`src/rtl/mips_multicycle_ctrl.sv`:
```
// rtl/mips_multicycle_ctrl.sv - multicycle MIPS control sequencer
// Steps the latched IR through FETCH/DECODE/EXEC/MEM/WB and drives the
// datapath controls combinationally from state, instr and mem_ready.
// Ports:
//   clk, rst_b            clock (rising edge), asynchronous active-low reset
//   en                    run enable, looked at only before a fetch is issued
//   instr, alu_zero       IR contents and ALU zero flag
//   mem_req/mem_we/mem_ready  shared memory port handshake
//   ir_we, pc_we, pc_src, rf_we, reg_dst, wb_sel, alu_src, alu_op  datapath controls
//   state, err, retired   sequencer state, sticky error, retired-instruction count
module mips_multicycle_ctrl #(
    parameter int MEM_TIMEOUT = 16,
    parameter int CNT_W       = 32
) (
    input  logic             clk,
    input  logic             rst_b,
    input  logic             en,
    input  logic [31:0]      instr,
    input  logic             alu_zero,
    input  logic             mem_ready,
    output logic             mem_req,
    output logic             mem_we,
    output logic             ir_we,
    output logic             pc_we,
    output logic [1:0]       pc_src,
    output logic             rf_we,
    output logic [1:0]       reg_dst,
    output logic [1:0]       wb_sel,
    output logic             alu_src,
    output logic [2:0]       alu_op,
    output logic [2:0]       state,
    output logic             err,
    output logic [CNT_W-1:0] retired
);
    typedef enum logic [2:0] {
        S_FETCH  = 3'd0,
        S_DECODE = 3'd1,
        S_EXEC   = 3'd2,
        S_MEM    = 3'd3,
        S_WB     = 3'd4,
        S_ERROR  = 3'd7
    } state_t;

    localparam logic [2:0] ALU_AND = 3'b000;
    localparam logic [2:0] ALU_OR  = 3'b001;
    localparam logic [2:0] ALU_ADD = 3'b010;
    localparam logic [2:0] ALU_SUB = 3'b110;
    localparam logic [2:0] ALU_SLT = 3'b111;

    // The wait counter never needs to hold MEM_TIMEOUT itself: the cycle that
    // would reach it moves to ERROR instead.
    localparam int WAIT_W = (MEM_TIMEOUT < 2) ? 1 : $clog2(MEM_TIMEOUT);
    localparam logic [WAIT_W-1:0] WAIT_LAST = WAIT_W'(MEM_TIMEOUT - 1);

    state_t             state_q, state_d;
    logic [WAIT_W-1:0]  wait_q, wait_d;
    logic [CNT_W-1:0]   retired_q, retired_d;
    logic               err_q, err_d;
    logic               retire;
    logic               fetch_req;

    logic [5:0] opcode;
    logic [5:0] funct;
    logic       unused_instr_bits;
    logic       is_rtype_alu, is_jr, is_imm_add, is_ori, is_lw, is_sw;
    logic       is_beq, is_bne, is_j, is_jal, is_legal;
    logic [2:0] rtype_op;

    assign opcode            = instr[31:26];
    assign funct             = instr[5:0];
    assign unused_instr_bits = ^instr[25:6];

    always_comb begin
        is_rtype_alu = 1'b0;
        is_jr        = 1'b0;
        rtype_op     = ALU_ADD;
        if (opcode == 6'h00) begin
            case (funct)
                6'h20:   begin is_rtype_alu = 1'b1; rtype_op = ALU_ADD; end
                6'h22:   begin is_rtype_alu = 1'b1; rtype_op = ALU_SUB; end
                6'h24:   begin is_rtype_alu = 1'b1; rtype_op = ALU_AND; end
                6'h25:   begin is_rtype_alu = 1'b1; rtype_op = ALU_OR;  end
                6'h2A:   begin is_rtype_alu = 1'b1; rtype_op = ALU_SLT; end
                6'h08:   is_jr = 1'b1;
                default: ;
            endcase
        end
    end

    assign is_imm_add = (opcode == 6'h08) || (opcode == 6'h09);
    assign is_ori     = (opcode == 6'h0D);
    assign is_lw      = (opcode == 6'h23);
    assign is_sw      = (opcode == 6'h2B);
    assign is_beq     = (opcode == 6'h04);
    assign is_bne     = (opcode == 6'h05);
    assign is_j       = (opcode == 6'h02);
    assign is_jal     = (opcode == 6'h03);
    assign is_legal   = is_rtype_alu | is_jr | is_imm_add | is_ori | is_lw | is_sw |
                        is_beq | is_bne | is_j | is_jal;

    // A fetch already waiting (wait_q != 0) keeps requesting regardless of en.
    assign fetch_req = en || (wait_q != '0);

    always_comb begin
        state_d = state_q;
        wait_d  = '0;
        retire  = 1'b0;
        mem_req = 1'b0;
        mem_we  = 1'b0;
        ir_we   = 1'b0;
        pc_we   = 1'b0;
        pc_src  = 2'b00;
        rf_we   = 1'b0;
        reg_dst = 2'b00;
        wb_sel  = 2'b00;
        alu_src = 1'b0;
        alu_op  = ALU_AND;
        // While reset is held every control stays quiet, even if en is high.
        if (rst_b) begin
            case (state_q)
                S_FETCH: begin
                    mem_req = fetch_req;
                    if (fetch_req) begin
                        if (mem_ready) begin
                            ir_we   = 1'b1;
                            pc_we   = 1'b1;
                            state_d = S_DECODE;
                        end else if (wait_q == WAIT_LAST) begin
                            state_d = S_ERROR;
                        end else begin
                            wait_d = wait_q + 1'b1;
                        end
                    end
                end
                S_DECODE: state_d = is_legal ? S_EXEC : S_ERROR;
                S_EXEC: begin
                    state_d = S_WB;
                    if (is_rtype_alu) begin
                        alu_op = rtype_op;
                    end else if (is_imm_add) begin
                        alu_src = 1'b1;
                        alu_op  = ALU_ADD;
                    end else if (is_ori) begin
                        alu_src = 1'b1;
                        alu_op  = ALU_OR;
                    end else if (is_lw || is_sw) begin
                        alu_src = 1'b1;
                        alu_op  = ALU_ADD;
                        state_d = S_MEM;
                    end else begin
                        // Control transfers complete in EXEC.
                        state_d = S_FETCH;
                        retire  = 1'b1;
                        if (is_beq) begin
                            alu_op = ALU_SUB;
                            pc_we  = alu_zero;
                            pc_src = 2'b01;
                        end else if (is_bne) begin
                            alu_op = ALU_SUB;
                            pc_we  = ~alu_zero;
                            pc_src = 2'b01;
                        end else if (is_jr) begin
                            pc_we  = 1'b1;
                            pc_src = 2'b11;
                        end else begin
                            pc_we  = 1'b1;
                            pc_src = 2'b10;
                            if (is_jal) begin
                                rf_we   = 1'b1;
                                reg_dst = 2'b10;
                                wb_sel  = 2'b10;
                            end
                        end
                    end
                end
                S_MEM: begin
                    mem_req = 1'b1;
                    mem_we  = is_sw;
                    alu_src = 1'b1;
                    alu_op  = ALU_ADD;
                    if (mem_ready) begin
                        if (is_sw) begin
                            retire  = 1'b1;
                            state_d = S_FETCH;
                        end else begin
                            state_d = S_WB;
                        end
                    end else if (wait_q == WAIT_LAST) begin
                        state_d = S_ERROR;
                    end else begin
                        wait_d = wait_q + 1'b1;
                    end
                end
                S_WB: begin
                    rf_we   = 1'b1;
                    reg_dst = is_rtype_alu ? 2'b01 : 2'b00;
                    wb_sel  = is_lw ? 2'b01 : 2'b00;
                    retire  = 1'b1;
                    state_d = S_FETCH;
                end
                S_ERROR: state_d = S_ERROR;
                default: state_d = S_ERROR;
            endcase
        end
    end

    always_comb begin
        retired_d = retired_q + {{(CNT_W-1){1'b0}}, retire};
        err_d     = err_q | (state_d == S_ERROR);
    end

    always_ff @(posedge clk or negedge rst_b) begin
        if (!rst_b) begin
            state_q   <= S_FETCH;
            wait_q    <= '0;
            retired_q <= '0;
            err_q     <= 1'b0;
        end else begin
            state_q   <= state_d;
            wait_q    <= wait_d;
            retired_q <= retired_d;
            err_q     <= err_d;
        end
    end

    assign state   = state_q;
    assign err     = err_q;
    assign retired = retired_q;
endmodule

```
`config.mk`:
```
export PLATFORM = sky130hd
export DESIGN_NAME = mips_multicycle_ctrl
export DESIGN_NICKNAME = d
export VERILOG_FILES = /design/src/rtl/mips_multicycle_ctrl.sv
export SDC_FILE = /design/constraint.sdc
export NUM_CORES = 1
export LEC_CHECK = 0
export ABC_AREA = 0
export BUFFER_PORTS_ARGS = -buffer_cell sky130_fd_sc_hd__clkbuf_2
export CAP_MARGIN = 20
export CORE_MARGIN = 2
export CORE_UTILIZATION = 30
export CTS_CLUSTER_DIAMETER = 80
export DETAILED_ROUTE_END_ITERATION = 12
export PLACE_DENSITY = 0.54
export SETUP_SLACK_MARGIN = 0.5
export SLEW_MARGIN = 40
export SYNTH_ARGS = -nofsm -noshare
export SYNTH_HDL_FRONTEND = slang
export SYNTH_SLANG_ARGS = --single-unit
```
`constraint.sdc`:
```
create_clock -name clk -period 3.5 [get_ports clk]
set_clock_uncertainty 0.2 [all_clocks]
set_input_delay 0.7 -clock clk [delete_from_list [all_inputs] [get_ports clk]]
set_output_delay 0.7 -clock clk [all_outputs]
set_load 0.1 [all_outputs]
```
# ---- Word-level counts from Yosys, hierarchy flattened
# Index checks and enable logic that the tools add are counted.
dict set report op_classes {
  addsub 2
  eq_ne 21
  muxes 94
  n_bitwise 11
  n_reduce_logical 7
}
# cell n
set ops {}
lappend ops {{$mux 3} 18}
lappend ops {{$eq 6x6->1 const B} 7}
lappend ops {{$mux 1} 42}
lappend ops {{$mux 2} 19}
lappend ops {{$add 32x1->32} 1}
lappend ops {{$eq 6x4->1 const B} 4}
lappend ops {{$mux 4} 4}
lappend ops {{$pmux 3 s5} 1}
lappend ops {{$eq 6x2->1 const B} 2}
lappend ops {{$eq 6x3->1 const B} 2}
lappend ops {{$pmux 3 s4} 1}
lappend ops {{$or 1x1->1} 10}
lappend ops {{$pmux 1 s2} 4}
lappend ops {{$pmux 2 s2} 2}
lappend ops {{$pmux 4 s2} 1}
lappend ops {{$eq 3x2->1 const B} 2}
lappend ops {{$eq 3x3->1 const B} 2}
lappend ops {{$logic_not 6->1} 1}
lappend ops {{$pmux 3 s2} 1}
lappend ops {{$reduce_or 5->1} 1}
lappend ops {{$add 4x1->4 const B} 1}
lappend ops {{$eq 4x4->1 const B} 1}
lappend ops {{$reduce_bool 4->1} 1}
lappend ops {{$eq 3x1->1 const B} 1}
lappend ops {{other kinds (4)} 6}
dict set report word_totals {
  ff_bits 40
  output_inout_bits 51
}

# ---- Logic depth before layout (Yosys ltp)
# Gate-level depths: netlist of the first run.
dict set report logic_depth {
  ltp_word 18
  mapped_depth 13
  ltp_nobuf 12
}

# ---- Worst setup path after synthesis of the first run
# OpenSTA, ideal clock, no wires.
dict set report synth_path {
  kind {reg-to-output}
  start {register state_q[2] (netlist: state[2])}
  end {output wb_sel[0]}
  arrival_ps 4372
  t_required_ps 2600
  path_slack_ps -1772
  stages_incl_launch_ff 5
  path_buffers 1
  path_cell_list {dfrtp_1 -> clkbuf_1 -> nor2b_1 -> nand2_1 -> nor4_1}
}
dict set report synth_via {
  elab_chain_len 3
  word_cells_on_any_way 4
  cone_classes {eq/ne (2); mux (2)}
}
# element line_no
set synth_rtl {}
lappend synth_rtl {{start, declared} 55} ;# state_t state_q, state_d;
lappend synth_rtl {{start signal, assigned} 219} ;# state_q <= state_d;
lappend synth_rtl {{$eq 3x3->1 / $eq 3x2->1 (equally long branches)} 120} ;# case (state_q)
lappend synth_rtl {{$pmux 2 s2 *} 120}
lappend synth_rtl {{$mux 2 *} 119} ;# if (rst_b) begin
lappend synth_rtl {{end, declared} 28} ;# output logic [1:0] wb_sel,
# Every way passes the cells marked *; elsewhere a longest branch is shown, timed or not.

# ---- Final worst setup path of the first run
dict set report layout_path {
  start {input instr[31]}
  end {output pc_we}
}
dict set report layout_via {
  elab_chain_len 9
  word_cells_on_any_way 19
  cone_classes {eq/ne (7); mux (9); reduce/logical (3)}
}
# element line_no
set layout_rtl {}
lappend layout_rtl {{start, declared} 18} ;# input logic [31:0] instr,
lappend layout_rtl {{$eq 6x3->1} 95} ;# assign is_bne = (opcode == 6'h05);
lappend layout_rtl {{$mux 1} 158} ;# end else if (is_bne) begin
lappend layout_rtl {{$mux 1} 154} ;# if (is_beq) begin
lappend layout_rtl {{$mux 1} 146} ;# end else if (is_lw || is_sw) begin
lappend layout_rtl {{$mux 1} 143} ;# end else if (is_ori) begin
lappend layout_rtl {{$mux 1} 140} ;# end else if (is_imm_add) begin
lappend layout_rtl {{$mux 1 *} 138} ;# if (is_rtype_alu) begin
lappend layout_rtl {{$pmux 1 s2 *} 120}
lappend layout_rtl {{$mux 1 *} 119}
lappend layout_rtl {{end, declared} 24} ;# output logic pc_we,
# Marked as above.

==> qor.txt, run 1 <==
status -> complete, no violations
number of top-level pins -> 88
Syn Inst Count -> 251
Seq. cell area -> 0.00101 mm^2
max incr delay on CP -> 520 ps
met3 usage -> 3.95%
Nets -> 371
RSZ-0062 raised after global routing -> true
core area -> 0.00773 mm^2
drt via density -> 4.94
multi-input logic area -> 0.00163 mm^2
CTS clk-pin slew, worst paths -> 80 ps
ys async rst share -> 100%
Syn Area/Cell -> 9.51 um^2
all-layer global routing usage -> 15.0%
Antenna diodes -> 0
Static Leakage -> 1.66 nW
synth warn -> 0
Final min period -> 3050 ps
final hold violation count -> 0
crit path buf inv count -> 3
Pint -> 0.848 mW
Synth top cells by count -> dfrtp_1 (40), nor2_1 (25), xnor2_1 (20)
sequential share of power -> 39.2%
HPWL Detailed -> 4.70 mm
Sw Pwr -> 0.546 mW
Req. time, crit path -> 2600 ps
routed len/inst -> 14.2 um
Clock Latency Late Sink -> 290 ps
Fmax -> 328 MHz
crit path max-delay cell type -> or4b_4
GRT Max-Usage Layer -> met2
IO buf count -> 67
GR Util met2 -> 22.3%
number of global-route vias before repair -> 2,052
initial antenna violation count -> 0
crit path max fanout -> 4
Netlist cell types -> 54
Worst Path Arrival -> 2150 ps
area grow syn2layout -> 53.0%
clock group share of total power -> 29.8%
via count -> 2,137
Tcrit/Tclk final -> 87.1%
Post-CTS Hold Fix Bufs -> 0
largest cells by area after synthesis -> dfrtp_1 (42%), xnor2_1 (7.3%), xor2_1 (4.8%), nor2_1 (3.9%), nand3_1 (3.4%)
pins over their slew limit -> 0
largest family of logic cells by synthesized area -> simple AND/OR/NAND/NOR gates
number of synthesized flops with an enable pin -> 0
fraction of layout cells with a size suffix above 1 -> 43.5%
critical path type -> in -> out
area leader, netlist -> dfrtp_1
Post-Synth Simple-Gate Area -> 30.8%
synthesized cell area -> 0.00239 mm^2
H-tree Lvls -> 2
startpoint types -> input pin
CP Cell Sequence -> clkbuf_16, or4b_4, a31oi_4, buf_6, nor2b_4, o211ai_1, a211oi_4, buf_12
most frequent cell after synthesis -> dfrtp_1
Setup crit end kind -> output port
Total Wirelength -> 6.16 mm
Rel. slew slack -> 62.4%
Adder-Cell Fraction of Synth Area -> 2.10%
VDD IR max -> 0.000353 V
gpl congestion -> 0.779
Num CTS Buffers -> 5
DIE HEIGHT -> 93.2 um
Synth Net Count -> 292
share of the synthesized area in the top cell type -> 42.0%
top cell family by delay on the critical path -> simple AND/OR/NAND/NOR gates
Setup TNS -> 0 ps
CTS tree -> done
detailed router's first-iteration violation count -> 79
compound-cell area share of the yosys netlist -> 8.44%
sw frac -> 39.2%
Slew @ Worst Pin -> 566 ps
max-cap viol count -> 0
Synth Area in XOR/XNOR -> 12.1%
#FFs+latches synth -> 40
grt ovf -> 0
root buf cell -> clkbuf_8
fillers -> 732
Pwr Density -> 382 mW/mm^2
DRC viols -> 0
row count -> 32
Final setup viols -> 0
ys flop type -> dfrtp_1
Die Width -> 93.2 um
Comb pwr share -> 31.0%
met1 usage -> 21.7%
min-delay worst type -> in -> async
sequential fraction of the synthesis area -> 42.0%
first-pass GRT wire length -> 10.4 mm
TritonCTS sink count -> 40
Antenna Nets Post-Route -> 0
largest net degree at the start of global routing -> 34
post-synthesis mux area share -> 0.420%
CTS max path bufs -> 2
Hold WS -> 220 ps
DIE AREA -> 0.00868 mm^2
initial core utilization -> 30.9%
Pre-antenna DRT Iters -> 4
cell usage in the layout (no fill, tap or decap), types with 3 or more instances in the layout:
| master | Yosys | layout |
|---|---|---|
| and3_1 | 7 | 5 |
| buf_12 | 0 | 16 |
| buf_4 | 1 | 13 |
| clkbuf_2 | 0 | 47 |
| clkbuf_8 | 0 | 8 |
| dfrtp_1 | 40 | 37 |
| inv_1 | 11 | 11 |
| nand2_1 | 18 | 16 |
| nand2b_1 | 5 | 4 |
| nand3_1 | 16 | 13 |
| nand4_1 | 8 | 8 |
| nor2_1 | 25 | 16 |
| nor2_2 | 1 | 5 |
| nor2_4 | 0 | 5 |
| nor3_1 | 10 | 3 |
| nor3_2 | 1 | 4 |
| nor3_4 | 0 | 4 |
| nor3b_1 | 6 | 3 |
| xnor2_1 | 20 | 20 |
| xor2_1 | 13 | 13 |
layout make-up:
cell class / instances / area share (%)
multi-input cells: 192 / 44.7
flip-flops and latches: 40 / 27.7
repair buffers: 80 / 19.6
well taps: 102 / 3.50
clock buffers: 7 / 2.64
inverters: 11 / 1.13
clock inverters: 1 / 0.822
through the flow:
stage / instance area (um^2) / setup WS (ps) / utilization, % / instances / total power, mW
2_1_floorplan: 2660 / 69.3 / - / 251 / 0.870
3_3_place_gp: 3330 / 114 / 43.2 / 420 / 0.975
3_5_place_dp: 3330 / 102 / 43.2 / 420 / 0.977
4_1_cts: 3550 / 445 / 45.9 / 431 / 1.40
5_1_grt: 3650 / 355 / 47.2 / 433 / 1.46
6_report: 3650 / 452 / 47.2 / 433 / 1.39
state kept, by name, summed over array words and instances, names as in the netlist:
register / count
err: 1
retired: 32
state: 3
wait_q: 4
power groups by stage:
stage	Sequential, mW	Combinational (mW)	Clock [mW]
2_1_floorplan	0.712	0.158	0
3_3_place_gp	0.557	0.418	0
3_5_place_dp	0.557	0.420	0
4_1_cts	0.548	0.429	0.424
5_1_grt	0.554	0.456	0.451
6_report	0.547	0.432	0.415
worst paths after layout:
kind	start	endpoint	slack [ps]	cells after the start
min in group clk	retired[31]	retired[31]	270	1
worst min register to register	retired[31]	retired[31]	270	1
max in group asynchronous	rst_b	retired[10]	2480	2
worst min-delay path	rst_b	retired[1]	220	2
worst max-delay path	instr[31]	pc_we	450	8
worst max register to register	state[2]	retired[18]	590	11
kinds of logic (layout without fill, tap and decap cells):
group,after synthesis,after routing
and+or+nand+nor,125,125
DFF,40,40
xor gates and xnor gates,33,33
AOI/OAI and AO/OA,29,29
buffers and inverters,19,99
adders and majority gates,4,4
muxes,1,1
routing by layer:
layer / up-vias / share of wire, %
met3: 8 / 5.1
li1: 1053 / -
met4: 0 / 1.3
met1: 1029 / 48
met2: 47 / 46
met5: - / 0
timing repair:
action                                  CTS  global route
buffers inserted                          3             2
gates resized for setup                  13            17
pin swaps                                 5            14
endpoints found under the setup margin    6            17
Note: power is estimated with default switching activity, not from simulation.
==> run 2: changes to the inputs <==
- BUFFER_PORTS_ARGS: -buffer_cell sky130_fd_sc_hd__clkbuf_2 -> -buffer_cell sky130_fd_sc_hd__buf_4
==> qor.txt, run 2 (same netlist as run 1, synthesis figures left out) <==
DP Area -> 0.00326 mm^2 (-2.2%)
startpoint types -> input pin
post-route cell area -> 0.00370 mm^2 (+1.3%)
Finished Layout Cells -> 441 (+1.8%)
Tcrit/Tclk final -> 88.0% (+0.91 points)
post-layout util -> 47.9% (+0.62 points)
grt ovf -> 0 (unchanged)
Static Leakage -> 1.70 nW (+2.0%)
crit path max-delay cell type -> or4b_4
CP Cell Sequence -> buf_12, or4b_4, a31oi_4, buf_6, nor2b_4, o211ai_1, a211oi_4, buf_12
Setup TNS -> 0 ps (unchanged)
crit path buf inv count -> 3 (unchanged)
Die Width -> 93.2 um (unchanged)
status -> complete, no violations
largest net degree at the start of global routing -> 30 (-12%)
max reg flops -> 32 (unchanged)
top cell family by delay on the critical path -> simple AND/OR/NAND/NOR gates
commonest non-fill, non-tap cell in the layout -> buf_4
RSZ-0062 raised after global routing -> true
Nets -> 379 (+2.2%)
Post-CTS Hold Fix Bufs -> 0 (unchanged)
min-delay worst type -> in -> async
Pwr Density -> 368 mW/mm^2 (-3.6%)
initial antenna violation count -> 0 (unchanged)
detailed router's first-iteration violation count -> 118 (+49%)
max-cap viol count -> 0 (unchanged)
Antenna Nets Post-Route -> 0 (unchanged)
root buf cell -> clkbuf_8
DIE HEIGHT -> 93.2 um (unchanged)
Slew @ Worst Pin -> 415 ps (-151 ps)
first-pass GRT wire length -> 10.2 mm (-1.7%)
number of top-level pins -> 88 (unchanged)
number of global-route vias before repair -> 2,097 (+2.2%)
fraction of layout cells with a size suffix above 1 -> 46.0% (+2.5 points)
Worst Path Arrival -> 2180 ps (+30 ps)
H-tree Lvls -> 2 (unchanged)
Final min period -> 3080 ps (+31.9 ps)
CTS clk-pin slew, worst paths -> 80 ps (about the same)
CTS tree -> done
most frequent cells in the layout -> buf_4 (77), dfrtp_1 (37), xnor2_1 (19), nor2_1 (16), nand2_1 (15)
row count -> 32 (unchanged)
routed len/inst -> 13.8 um (-2.6%)
multi-input logic area -> 0.00166 mm^2 (+1.7%)
Hold WS -> 87.9 ps (-132 ps)
Antenna diodes -> 0 (unchanged)
Rel. slew slack -> 72.0% (+9.5 points)
all-layer global routing usage -> 14.4% (-0.58 points)
IO buf count -> 67 (unchanged)
Seq. cell area -> 0.00101 mm^2 (unchanged)
final hold violation count -> 0 (unchanged)
Setup crit end kind -> output port
pins over their slew limit -> 0 (unchanged)
drt via density -> 4.87 (-1.3%)
CTS max path bufs -> 2 (unchanged)
HPWL Detailed -> 4.52 mm (-3.8%)
VDD IR max -> 0.000400 V (+13%)
Req. time, crit path -> 2600 ps (about the same)
area grow syn2layout -> 55.0%
Pre-antenna DRT Iters -> 6 (+2)
max incr delay on CP -> 540 ps (+20 ps)
critical path type -> in -> out
crit path max fanout -> 4 (unchanged)
Total Wirelength -> 6.11 mm (-0.83%)
core area -> 0.00773 mm^2 (unchanged)
via count -> 2,148 (+0.51%)
fillers -> 724 (-1.1%)
placed cells -> 418 (-0.48%)
crit-path most repeated cell -> buf_12
DIE AREA -> 0.00868 mm^2 (unchanged)
DRC viols -> 0 (unchanged)
Clock Latency Late Sink -> 280 ps (about the same)
Num CTS Buffers -> 5 (unchanged)
Final setup viols -> 0 (unchanged)
initial core utilization -> 30.9% (unchanged)
Fmax -> 325 MHz (-1.0%)
TritonCTS sink count -> 40 (unchanged)
gpl congestion -> 0.797 (+2.3%)
[run 2: cell count changes in the layout (fill, tap and decap cells not counted), sizes merged]
cell,change
clkinvlp,+1
buf,+57
clkbuf,-51
clkinv,+1
[run 2: cell type report]
cell class | count | area share (%)
clock inverter | 3 | 1.15
multi-input combinational | 192 | 44.9
tap | 102 | 3.45
clock buffer | 5 | 1.86
inverter | 11 | 1.12
sequential | 40 | 27.3
timing repair buffer | 88 | 20.3
[run 2: layer usage]
layer / vias to the layer above / track usage [%] / wire [um]
li1: 1073 / - / -
met1: 1030 / 20.3 / 2830
met2: 43 / 23.4 / 2960
met3: 2 / 3.14 / 293
met4: 0 / 2.21 / 25
met5: - / 0 / 0
[run 2: repair_timing]
| action | 4_1_cts | 5_1_grt |
|---|---|---|
| buffers inserted | 5 | 10 |
| endpoints found under the hold margin | 0 | 0 |
| pin swaps | 5 | 15 |
| resized for setup | 19 | 26 |
| setup endpoints to repair | 8 | 15 |
| gates cloned | 0 | 0 |
[run 2: power breakdown]
| group | switching, mW | internal, mW |
|---|---|---|
| logic | 0.323 | 0.117 |
| clock network | 0.163 | 0.211 |
| registers | 0.0565 | 0.491 |
[run 2: worst register-to-register path: stages (launching register included)]
cell	delay, ps
dfrtp_4	550
nand2b_1	250
nor3b_2	180
o21ba_1	150
o21a_1	160
ha_4	160
ha_4	150
nand3_4	90
nor3_4	330
nor3b_4	280
buf_4	150
nand2_2	60
xnor2_2	140
[run 2: final timing paths]
kind / cells after the start / slack, ps / endpoint / from
worst max-delay path: 8 / 420 / pc_we / instr[31]
max in group asynchronous: 2 / 2340 / retired[31] / rst_b
worst max register to register: 12 / 550 / retired[16] / state[2]
worst min-delay path: 1 / 90 / wait_q[3] / rst_b
worst min register to register: 1 / 280 / retired[31] / retired[31]
min in group clk: 1 / 280 / retired[31] / retired[31]
[run 2: per-stage QoR]
step,setup WS [ps],power [mW]
6_report,420,1.36
5_1_grt,346,1.43
4_1_cts,452,1.37
3_5_place_dp,106,0.977
3_3_place_gp,72.8,0.978
2_1_floorplan,69.3,0.870
